<file path="config.mk">
export PLATFORM = sky130hd
export DESIGN_NAME = dev_timer
export DESIGN_NICKNAME = d
export VERILOG_FILES = /design/src/rtl/dev_timer_pkg.sv /design/src/rtl/dev_timer.sv
export SDC_FILE = /design/constraint.sdc
export NUM_CORES = 1
export LEC_CHECK = 0
export ABC_AREA = 0
export BUFFER_PORTS_ARGS = -buffer_cell sky130_fd_sc_hd__clkbuf_2
export CORE_MARGIN = 4
export CORE_UTILIZATION = 50
export CTS_BUF_LIST = sky130_fd_sc_hd__clkbuf_8
export CTS_CLUSTER_SIZE = 14
export DETAILED_ROUTE_END_ITERATION = 6
export GPL_TIMING_DRIVEN = 0
export PLACE_DENSITY_LB_ADDON = 0.05
export RECOVER_POWER = 50
export SLEW_MARGIN = 0
export SYNTH_ARGS = -nofsm -noshare
export SYNTH_HDL_FRONTEND = slang
export SYNTH_SLANG_ARGS = --single-unit
</file>
<file path="constraint.sdc">
create_clock -name clk -period 2.57 [get_ports clk]
set_input_delay 0.1285 -clock clk [delete_from_list [all_inputs] [get_ports clk]]
set_output_delay 0.1285 -clock clk [all_outputs]
set_load 0.02 [all_outputs]
</file>
<file path="src/rtl/dev_timer_pkg.sv">
// dev_timer shared definitions: FSM encoding, register offsets,
// CTRL field positions and mode codes.
package dev_timer_pkg;

    typedef enum logic [1:0] {
        S_IDLE = 2'b00,
        S_LOAD = 2'b01,
        S_CNT  = 2'b10,
        S_INT  = 2'b11
    } state_t;

    localparam logic [1:0] ADDR_CTRL   = 2'b00;
    localparam logic [1:0] ADDR_PRESET = 2'b01;
    localparam logic [1:0] ADDR_COUNT  = 2'b10;

    localparam int CTRL_EN       = 0;
    localparam int CTRL_MODE_LSB = 1;
    localparam int CTRL_MODE_MSB = 2;
    localparam int CTRL_IM       = 3;
    localparam int CTRL_W        = 4;

    localparam logic [1:0] MODE_ONESHOT = 2'b00;
    localparam logic [1:0] MODE_RELOAD  = 2'b01;

endpackage

</file>
<file path="src/rtl/dev_timer.sv">
// Memory-mapped countdown timer: CTRL/PRESET/COUNT registers,
// load/count/interrupt FSM and combinational read mux.
module dev_timer
    import dev_timer_pkg::*;
#(
    parameter int COUNT_W = 32
) (
    input  logic        clk,
    input  logic        reset_n,
    input  logic [31:2] Addr,
    input  logic        WE,
    input  logic [31:0] Din,
    output logic [31:0] Dout,
    output logic        IRQ
);

    state_t               state;
    state_t               state_nxt;
    logic [CTRL_W-1:0]    ctrl;
    logic [COUNT_W-1:0]   preset;
    logic [COUNT_W-1:0]   count;
    logic                 irq_flag;

    logic [1:0] sel;
    logic       wr_ctrl;
    logic       wr_preset;
    logic       en;
    logic       reload;
    logic       cnt_le1;

    logic do_load;
    logic do_dec;
    logic do_zero;
    logic do_set;
    logic do_clr_en;
    logic do_clr_irq;

    logic unused_addr;

    assign sel       = Addr[3:2];
    assign wr_ctrl   = WE && (sel == ADDR_CTRL);
    assign wr_preset = WE && (sel == ADDR_PRESET);
    assign en        = ctrl[CTRL_EN];
    assign reload    = ctrl[CTRL_MODE_MSB:CTRL_MODE_LSB] == MODE_RELOAD;
    assign cnt_le1   = count <= COUNT_W'(1);
    assign unused_addr = ^Addr[31:4];

    always_ff @(posedge clk or negedge reset_n) begin
        if (!reset_n) state <= S_IDLE;
        else          state <= state_nxt;
    end

    always_comb begin
        state_nxt = state;
        unique case (state)
            S_IDLE: if (en) state_nxt = S_LOAD;
            S_LOAD: state_nxt = S_CNT;
            S_CNT: begin
                if (!en)         state_nxt = S_IDLE;
                else if (cnt_le1) state_nxt = S_INT;
            end
            S_INT: state_nxt = reload ? S_LOAD : S_IDLE;
        endcase
    end

    always_comb begin
        do_load    = 1'b0;
        do_dec     = 1'b0;
        do_zero    = 1'b0;
        do_set     = 1'b0;
        do_clr_en  = 1'b0;
        do_clr_irq = 1'b0;
        unique case (state)
            S_IDLE: ;
            S_LOAD: begin
                do_load    = 1'b1;
                do_clr_irq = reload;
            end
            S_CNT: begin
                do_zero = en && cnt_le1;
                do_dec  = en && !cnt_le1;
            end
            S_INT: begin
                do_set    = 1'b1;
                do_clr_en = !reload;
            end
        endcase
    end

    // A CPU write to CTRL overrides the one-shot auto-disable.
    always_ff @(posedge clk or negedge reset_n) begin
        if (!reset_n)       ctrl <= '0;
        else if (wr_ctrl)   ctrl <= Din[CTRL_W-1:0];
        else if (do_clr_en) ctrl[CTRL_EN] <= 1'b0;
    end

    always_ff @(posedge clk or negedge reset_n) begin
        if (!reset_n)       preset <= '0;
        else if (wr_preset) preset <= Din[COUNT_W-1:0];
    end

    always_ff @(posedge clk or negedge reset_n) begin
        if (!reset_n) begin
            count <= '0;
        end else begin
            unique case (1'b1)
                do_load: count <= preset;
                do_dec:  count <= count - COUNT_W'(1);
                do_zero: count <= '0;
                default: ;
            endcase
        end
    end

    // CPU clear beats a same-edge set.
    always_ff @(posedge clk or negedge reset_n) begin
        if (!reset_n)                  irq_flag <= 1'b0;
        else if (wr_ctrl || wr_preset) irq_flag <= 1'b0;
        else if (do_set)               irq_flag <= 1'b1;
        else if (do_clr_irq)           irq_flag <= 1'b0;
    end

    assign IRQ = irq_flag & ctrl[CTRL_IM];

    always_comb begin
        Dout = '0;
        unique case (sel)
            ADDR_CTRL:   Dout = 32'(ctrl);
            ADDR_PRESET: Dout = 32'(preset);
            ADDR_COUNT:  Dout = 32'(count);
            default:     Dout = '0;
        endcase
    end

endmodule

</file>
==> out/metrics.yaml, run 1 <==
ff2ff_path_depth: 5
htreeDepth: 3
cts_root_buf: "clkbuf_8"
cts_tree: "built"
synthCells: 381
grt_overflow: 0
violations: "capacitance limit, slew limit, setup timing"
syn_to_final_growth_pct: 23.2
gp_congestion: 0.890
cp-endpoint: "count[31]$_DFFE_PN0P_"
worstPathMaxFanout: 4
hold_viol_final: 0
clock_latency_ns: 0.35
yosys_warnings: 0
yosysTopAreaCell: "dfrtp_1"
core_um2: 7690
via_count: 3652
status: "finished, violations left"
clock_path_buffers: 2
async_flop_share_pct: 100
yosys-top-cells-area: "dfrtp_1, mux2_2, a22o_1, o21ai_0, a221o_1"
fin_crit_ns: 2.59
fillers: 671
gr-usage-all-layers_pct: 25.5
fp.dieArea_um2: 9390
final_cell_mix: "dfrtp_1, clkbuf_2, mux2_2"
ys_ff_latch: 71
wl_per_cell_um: 19.9
final.setup_skew_ns: 0.00785
dp_cells: 552
portBuffers: 68
drtIter0Drc: 248
dpl.hpwl_um: 7880
drtAntennaViolNets: 0
min-delay-start: "Din[5]"
startpoint: "count[24]$_DFFE_PN0P_"
clock-sinks: 71
grt_pass1_wl_um: 19100
crit_arrival_ns: 2.82
setup_violations: 2
rsz0062_at_grt: "yes"
yosysTopAreaCellShare_pct: 45.0
io_pins: 98
hold_path.class: "in -> reg"
syn-num-nets: 448
worst_setup_path_start_kind: "flip-flop"
synth_edf_count: 0
row_count: 32
vias_per_cell: 6.30
ys.flop_type: "dfrtp_1"
post-route-period-util_pct: 101
grt_start_max_net_pins: 43
grt_pass1_vias: 3624
min_path_cells: 2
ff2ff_setup_slack_ns: -0.02
stdcell_count: 580
crit_type: "reg -> reg"
diodes: 0
path_clk_slew_ns: 0.07
fin_nets: 543
max_freq_ghz: 0.386
power_leakage_nw: 2.06
p_per_area_nw_per_um2: 1000
final_max_slew_viol_count: 30
synthesis.area_um2: 3950
dr.pass1.iters: 5
fp.dieH_um: 96.9
critPathCaptureType: "flip-flop"
synth_cell_types: 51
die_x_um: 96.9
cp_data_required_time_ns: 2.79
ir_drop_v: 0.000430
start_util_pct: 51.4
wl_um: 11500
final_layout_size_suffix_gt1_share_pct: 34.5
rr_startpoint: "count[24]$_DFFE_PN0P_"
yosysSeqAreaShare_pct: 45.0
antenna_found_initial: 0
regToRegEndpoint: "count[31]$_DFFE_PN0P_"
drv_cap: 1
relSlewSlack_pct: -17.5
numCtsBuffers: 9
syn_area_per_cell_um2: 10.4
tns_ns: -0.0316
fin_ws_ns: -0.0235
drc: 0
worst_pin_slew_ns: 1.76
-- synth_stat cells, types with 2 or more instances --
library cell and count:
o211ai_1 4, o31ai_1 6, nor4b_1 2, or3_1 11
mux2i_1 9, a31oi_1 2, a221o_1 9, or4_1 12
nand2_1 24, buf_2 3, a21oi_1 10, a22oi_1 7
clkbuf_1 21, and3_1 2, o22ai_1 7, buf_1 4
dfrtp_1 71, ha_1 2, xnor2_1 8, nor4_1 13
nor2b_1 3, o21ai_0 19, a22o_1 30, xor2_1 2
a211oi_1 3, nor3_1 11, nor2_1 12, a31o_1 2
or4_4 2, mux2_2 35, nand2b_1 3, nor3b_1 2
inv_1 3, nand3_1 9, nand4_1 2
-- routing by layer --
metal / vias up / GRT usage (%) / routed length (um)
met5: - / 0 / 0
met4: 0 / 9.83 / 300
met3: 29 / 4.97 / 884
met2: 178 / 39.4 / 5220
met1: 1780 / 35.5 / 5130
li1: 1665 / - / -
-- report_power, final --
part | switching, W | total, W | internal (W)
combinational | 0.00113 | 0.00209 | 0.000961
clock | 0.000403 | 0.000815 | 0.000412
sequential | 0.000469 | 0.00197 | 0.00150
total | 0.00200 | 0.00487 | 0.00287
-- registers in the layout, indices dropped and copies added, names as in the netlist --
| name | count |
|---|---|
| state | 2 |
| irq_flag | 1 |
| ctrl | 4 |
| preset | 32 |
| count | 32 |
-- worst max-delay path, stage by stage (launching register included) --
cell and delay (ns):
dfrtp_2 0.42, or4_4 0.52, or4_4 0.47, or4_4 0.56, a31o_1 0.22, a221o_1 0.28
-- how the worst min path moves through the flow --
stage	slack [ns]	to
6_report	0.009	preset[5]$_DFFE_PN0P_
5_1_grt	0.006	preset[18]$_DFFE_PN0P_
4_1_cts	0.002	preset[19]$_DFFE_PN0P_
3_5_place_dp	0.14	preset[6]$_DFFE_PN0P_
3_3_place_gp	0.35	ctrl[0]$_DFFE_PN0P_
2_1_floorplan	-0.17	count[0]$_DFFE_PN0P_
-- cell type report --
type / instances / area (um2) / area share (%)
Sequential cell: 71 / 1780 / 36.6
Buffer: 24 / 116 / 2.39
Inverter: 4 / 15.0 / 0.308
Timing Repair Buffer: 89 / 524 / 10.8
Tap cell: 102 / 128 / 2.62
Clock buffer: 12 / 165 / 3.39
Clock inverter: 1 / 5.00 / 0.103
Multi-Input combinational cell: 277 / 2130 / 43.8
-- metrics by stage --
stage / area (um2) / total power [W] / hold WS [ns] / utilization (%) / worst slack (ns)
global route: 4870 / 0.00519 / 0.00609 / 63.3 / -0.0793
floorplan: 3960 / 0.00317 / -0.167 / - / -0.120
finish: 4870 / 0.00487 / 0.00903 / 63.3 / -0.0235
detailed placement: 4460 / 0.00376 / 0.137 / 58.0 / -0.547
CTS: 4790 / 0.00475 / 0.00188 / 62.4 / -0.0791
global placement: 4430 / 0.00371 / 0.351 / 57.6 / -0.480
-- cell families (layout without fill, tap and decap cells) --
group           after synthesis  count (layout)  synth area share, %
simple gates                115             115                 16.7
xor+xnor                     10              10                 2.22
compound gates              106             106                 19.8
flops                        71              71                 45.0
buf+inv                      33             130                 3.42
mux                          44              44                 12.3
fa+ha+maj                     2               2                0.633
-- what timing repair did --
item,CTS,global route
endpoints found under the hold margin,30,0
endpoints found under the setup margin,33,22
resized for setup,21,14
buffers inserted,12,6
hold buffers,2,0
pin swaps,4,4
(Power assumes the default switching activity.)
==> inputs of run 2 (changes only) <==
--- a/config.mk
+++ b/config.mk
@@ -13,7 +13,7 @@
 export CTS_CLUSTER_SIZE = 14
 export DETAILED_ROUTE_END_ITERATION = 6
 export GPL_TIMING_DRIVEN = 0
-export PLACE_DENSITY_LB_ADDON = 0.05
+export PLACE_DENSITY = 0.89
 export RECOVER_POWER = 50
 export SLEW_MARGIN = 0
 export SYNTH_ARGS = -nofsm -noshare
==> out/metrics.yaml, run 2 (synthesis results as in run 1) <==
die_x_um: 96.9  # unchanged
portBuffers: 68  # unchanged
grt_overflow: 0  # unchanged
path_buf_inv: 1  # +1
slowest_stage: "or4_4"
p_per_area_nw_per_um2: 1010  # +0.43%
start_util_pct: 51.4  # unchanged
grt_start_max_net_pins: 47  # +9.3%
final_layout_size_suffix_gt1_share_pct: 32.1  # -2.5 points
drc: 0  # unchanged
grt_pass1_vias: 3821  # +5.4%
final_cell_mix: "dfrtp_1, clkbuf_2, mux2_2"
fin_crit_ns: 2.60  # +0.00844 ns
clock_path_buffers: 2  # unchanged
grtUsageMet1_pct: 32.6  # -2.9 points
setup_violations: 2  # unchanged
dr.pass1.iters: 7  # +2
row_count: 32  # unchanged
cts_tree: "built"
grt_pass1_wl_um: 19300  # +1.4%
relSlewSlack_pct: 8.66  # +26 points
worst_pin_slew_ns: 1.37  # -0.393 ns
use_met3_pct: 5.48  # +0.50 points
fp.dieH_um: 96.9  # unchanged
power_leakage_nw: 2.14  # +3.8%
wl_per_cell_um: 20.4  # +2.4%
max_freq_ghz: 0.384  # -0.32%
startpoint: "count[4]$_DFFE_PN0P_"
path_cells: "clkbuf_1 -> or3_4 -> or4_4 -> or4_4 -> a31o_1 -> a221o_1"
diodes: 0  # unchanged
power_frac_seq_pct: 39.0  # -1.3 points
gr-max-usage-layer: "met2"
fin_util_pct: 65.8  # +2.5 points
gr-usage-all-layers_pct: 25.7  # +0.18 points
fp.dieArea_um2: 9390  # unchanged
p_comb_share_pct: 42.3  # -0.6 points
drv_cap: 0  # -1
clock-sinks: 71  # unchanged
total_power_w: 0.00509  # +4.4%
ff2ff_setup_slack_ns: -0.03  # about the same
numCtsBuffers: 9  # unchanged
io_pins: 98  # unchanged
path_depth: 6  # +1
use_met2_pct: 41.6  # +2.2 points
cp-endpoint: "count[31]$_DFFE_PN0P_"
hold_path.class: "in -> reg"
fin_nets: 561  # +3.3%
regToRegEndpoint: "count[31]$_DFFE_PN0P_"
post-route-period-util_pct: 101  # +0.33 points
reg_top3: "count x32, preset x32, ctrl x4"
seq_area_um2: 1780  # about the same
cts_root_buf: "clkbuf_8"
antenna_found_initial: 0  # unchanged
gp_congestion: 0.923  # +3.7%
core_um2: 7690  # unchanged
multi_input_area_um2: 2140  # +0.24%
fin_ws_ns: -0.0320  # -0.00844 ns
rr_startpoint: "count[4]$_DFFE_PN0P_"
crit_path_frequent_cell: "or4_4"
worst_setup_path_start_kind: "flip-flop"
drtIter0Drc: 455  # +83%
crit_arrival_ns: 2.85  # +0.03 ns
switchingPower_w: 0.00210  # +5.0%
wl_um: 12200  # +6.1%
path_clk_slew_ns: 0.08  # about the same
violations: "setup timing"
status: "finished, violations left"
pwr-share-clk_pct: 18.7  # +2.0 points
final.setup_skew_ns: 0.00690  # -0.000958 ns
critPathCaptureType: "flip-flop"
hold_viol_final: 0  # unchanged
p_sw_share_pct: 41.3  # +0.22 points
rsz0062_at_grt: "yes"
final_max_slew_viol_count: 0  # -100%
crit_type: "reg -> reg"
fillers: 620  # -7.6%
worst_path_largest_cell_delay_ns: 0.51  # -0.05 ns
drtAntennaViolNets: 0  # unchanged
clock_latency_ns: 0.36  # about the same
syn_to_final_growth_pct: 28.1
vias_per_cell: 6.42  # +2.0%
worstPathMaxFanout: 8  # +4
crit_family: "simple AND/OR/NAND/NOR gates"
via_count: 3861  # +5.7%
ir_drop_v: 0.000542  # +26%
final_common_cell: "dfrtp_1"
htreeDepth: 3  # unchanged
dpl.hpwl_um: 7880  # about the same
cp_data_required_time_ns: 2.82  # +0.03 ns
ff2ff_path_depth: 6  # +1
p_int_w: 0.00299  # +4.0%
[run 2: cell count changes in the layout (fill, tap and decap cells not counted), sizes merged]
cell,previous run,this run
inv,3,4
dlygate4sd3,2,23
buf,25,20
bufinv,0,1
clkbuf,98,100
clkinv,2,3
[run 2: how the worst min path moves through the flow]
stage                        from                      to  slack (ns)  cells after the start
after floorplan           reset_n    count[0]$_DFFE_PN0P_       -0.17                      0
after global placement         WE    irq_flag$_DFFE_PN0P_        0.36                      2
after detailed placement  reset_n   preset[1]$_DFFE_PN0P_        0.10                      1
after CTS                 Din[14]  preset[14]$_DFFE_PN0P_      0.0002                      2
after global routing       Din[0]     ctrl[0]$_DFFE_PN0P_       0.004                      3
final                      Din[7]   preset[7]$_DFFE_PN0P_       0.002                      2
[run 2: repair_timing]
item | 4_1_cts | 5_1_grt
resized for setup | 14 | 18
endpoints found under the setup margin | 33 | 20
hold buffers | 23 | 0
pin swaps | 2 | 3
endpoints found under the hold margin | 47 | 0
setup buffers | 8 | 6
[run 2: area by class of cell]
cell class | count | share of cell area [%]
clock buffers | 12 | 3.26
well taps | 102 | 2.52
flip-flops and latches | 71 | 35.2
multi-input cells | 277 | 42.2
plain buffers | 25 | 2.22
clock inverters | 4 | 0.865
repair buffers | 106 | 13.4
inverters | 4 | 0.297
[run 2: worst reg2reg max path: stages, from the launching register on]
cell and delay, ns:
dfrtp_1 0.36, clkbuf_1 0.21, or3_4 0.46, or4_4 0.51
or4_4 0.43, a31o_1 0.23, a221o_1 0.29
[run 2: stage by stage]
stage          worst slack (ns)  TNS [ns]  std cells  cell area [um2]  hold WS [ns]
2_1_floorplan            -0.120    -0.230        381             3960        -0.167
3_3_place_gp             -0.529     -9.91        551             4430         0.360
3_5_place_dp             -0.568    -11.14        552             4460         0.102
4_1_cts                 -0.0810    -0.321        596             4990      0.000196
5_1_grt                 -0.0764    -0.291        601             5060       0.00361
6_report                -0.0320   -0.0352        601             5060       0.00239
[run 2: per-layer routing]
metal / routed length, um / vias up
met5: 0 / -
met1: 4830 / 1873
met3: 1050 / 52
met2: 5920 / 239
li1: - / 1697
met4: 442 / 0
[run 2: power by group through the flow]
stage / Combinational, W / Sequential (W) / Clock, W
6_report: 0.00215 / 0.00198 / 0.000951
5_1_grt: 0.00230 / 0.00203 / 0.00101
4_1_cts: 0.00195 / 0.00194 / 0.000955
3_5_place_dp: 0.00182 / 0.00194 / 0
3_3_place_gp: 0.00175 / 0.00191 / 0
2_1_floorplan: 0.00136 / 0.00181 / 0
==> inputs of run 3 (changes only) <==
--- a/config.mk
+++ b/config.mk
@@ -12,9 +12,7 @@
 export CTS_BUF_LIST = sky130_fd_sc_hd__clkbuf_8
 export CTS_CLUSTER_SIZE = 14
 export DETAILED_ROUTE_END_ITERATION = 6
-export GPL_TIMING_DRIVEN = 0
 export PLACE_DENSITY = 0.89
-export RECOVER_POWER = 50
 export SLEW_MARGIN = 0
 export SYNTH_ARGS = -nofsm -noshare
 export SYNTH_HDL_FRONTEND = slang
==> out/metrics.yaml, run 3 (synthesis results as in run 1) <==
status: "finished, violations left"
violations: "setup timing"
tns_ns: -0.0156  # +0.0196 ns
via_count: 3766  # -2.5%
pwr-share-clk_pct: 17.3  # -1.4 points
fin_nets: 554  # -1.2%
final_layout_size_suffix_gt1_share_pct: 37.8  # +5.7 points
max_freq_ghz: 0.387  # +0.63%
syn_to_final_growth_pct: 25.4
power_leakage_nw: 2.19  # +2.6%
cp_data_required_time_ns: 2.80  # -0.02 ns
diodes: 0  # unchanged
hold_path.class: "in -> reg"
min_path_cells: 2  # unchanged
ff2ff_path_depth: 5  # -1
drtIter0Drc: 345  # -24%
vias_per_cell: 6.34  # -1.3%
p_per_area_nw_per_um2: 1020  # +1.6%
grt_pass1_vias: 3916  # +2.5%
power_frac_seq_pct: 36.7  # -2.3 points
dr.pass1.iters: 5  # -2
rr_startpoint: "count[26]$_DFFE_PN0P_"
p_int_w: 0.00303  # +1.6%
grt_start_max_net_pins: 32  # -32%
gr-usage-all-layers_pct: 24.0  # -1.7 points
hold_viol_final: 0  # unchanged
drv_cap: 0  # unchanged
portBuffers: 69  # +1.5%
p_sw_share_pct: 40.0  # -1.3 points
start_util_pct: 51.4  # unchanged
setup_violations: 1  # -1
clock_latency_ns: 0.35  # about the same
drtAntennaViolNets: 0  # unchanged
htreeDepth: 3  # unchanged
die_x_um: 96.9  # unchanged
path_clk_slew_ns: 0.08  # about the same
fillers: 609  # -1.8%
cts_tree: "built"
fin_ws_ns: -0.0156  # +0.0163 ns
crit_type: "reg -> reg"
switchingPower_w: 0.00202  # -3.7%
clock_path_buffers: 2  # unchanged
antenna_found_initial: 0  # unchanged
drc: 0  # unchanged
final_common_cell: "dfrtp_1"
core_um2: 7690  # unchanged
regToRegEndpoint: "count[31]$_DFFE_PN0P_"
stdcell_count: 594  # -1.2%
fin_util_pct: 64.4  # -1.4 points
grt_overflow: 0  # unchanged
clock-sinks: 71  # unchanged
reg_top3: "count x32, preset x32, ctrl x4"
worst_pin_slew_ns: 0.754  # -0.616 ns
fin_crit_ns: 2.59  # -0.0163 ns
wl_per_cell_um: 18.8  # -7.8%
cp-endpoint: "count[31]$_DFFE_PN0P_"
fp.dieArea_um2: 9390  # unchanged
startpoint: "count[26]$_DFFE_PN0P_"
dpl.hpwl_um: 7800  # -0.96%
critPathCaptureType: "flip-flop"
crit_arrival_ns: 2.82  # -0.03 ns
relSlewSlack_pct: 49.6  # +41 points
fp.dieH_um: 96.9  # unchanged
worst_setup_path_start_kind: "flip-flop"
rsz0062_at_grt: "yes"
total_power_w: 0.00506  # -0.58%
ff2ff_setup_slack_ns: -0.02  # +0.02 ns
grt_pass1_wl_um: 18600  # -3.8%
row_count: 32  # unchanged
final.setup_skew_ns: 0.00764  # +0.000746 ns
final_cell_mix: "dfrtp_1, clkbuf_2, buf_4"
io_pins: 98  # unchanged
dp_cells: 574  # +4.0%
numCtsBuffers: 9  # unchanged
gp_congestion: 0.931  # +0.83%
ir_drop_v: 0.000487  # -10%
cts_root_buf: "clkbuf_8"
min-delay-start: "Din[11]"
wl_um: 11200  # -8.9%
final_max_slew_viol_count: 0  # unchanged
post-route-period-util_pct: 101  # -0.63 points
p_comb_share_pct: 46.0  # +3.7 points
worstPathMaxFanout: 3  # -5
run 3: cell count changes in the layout (fill, tap and decap cells not counted), moves of 3 or more:
cell           before  now
buf_1               3    0
dlygate4sd3_1      23    2
clkbuf_2           65   68
buf_4              15   51
clkbuf_1           22    0
dfrtp_1            67   71
dfrtp_2             4    0
run 3: worst max-delay path, cell delays in order, from the launching register on:
cell	delay, ns
dfrtp_1	0.39
or4_4	0.54
or4_4	0.45
or4_4	0.56
a31o_1	0.23
a221o_1	0.30
run 3: worst min path at each step:
stage                        endpoint  slack [ns]
3_3_place_gp   preset[27]$_DFFE_PN0P_        0.21
5_1_grt           ctrl[0]$_DFFE_PN0P_       0.004
3_5_place_dp      ctrl[2]$_DFFE_PN0P_        0.22
6_report       preset[11]$_DFFE_PN0P_       0.006
4_1_cts          irq_flag$_DFFE_PN0P_      0.0007
2_1_floorplan    count[0]$_DFFE_PN0P_       -0.17
run 3: final cells by class:
| cell class | instances | area, um2 | share of cell area, % |
|---|---|---|---|
| repair buffers | 124 | 771 | 15.6 |
| multi-input cells | 277 | 2070 | 41.8 |
| inverters | 4 | 15.0 | 0.303 |
| well taps | 102 | 128 | 2.58 |
| clock inverters | 6 | 52.6 | 1.06 |
| flip-flops and latches | 71 | 1780 | 35.9 |
| clock buffers | 10 | 138 | 2.78 |
run 3: metal layers:
layer	track usage (%)	wire length (um)	vias to the layer above
met1	30.1	4530	1824
met4	12.7	442	0
li1	-	-	1692
met5	0	0	-
met2	39.5	5420	207
met3	3.97	767	43
run 3: timing repair:
action / CTS / global route
buffers inserted: 1 / 1
resized for setup: 5 / 4
endpoints found under the setup margin: 6 / 12
endpoints found under the hold margin: 30 / 0
hold buffers: 2 / 0
pin swaps: 0 / 3
run 3: power by group through the flow:
stage          clock network (W)  registers [W]  logic (W)
5_1_grt                 0.000934        0.00190    0.00252
3_5_place_dp                   0        0.00185    0.00223
2_1_floorplan                  0        0.00181    0.00136
6_report                0.000876        0.00186    0.00233
4_1_cts                 0.000882        0.00184    0.00227
3_3_place_gp                   0        0.00182    0.00213
run 3: per-stage QoR:
stage | hold slack, ns | worst slack, ns | instance area, um2
6_report | 0.00566 | -0.0156 | 4950
5_1_grt | 0.00435 | -0.0508 | 4950
4_1_cts | 0.000663 | 0.00912 | 4930
3_5_place_dp | 0.223 | -0.0375 | 4690
3_3_place_gp | 0.206 | 0.0236 | 4690
2_1_floorplan | -0.167 | -0.120 | 3960
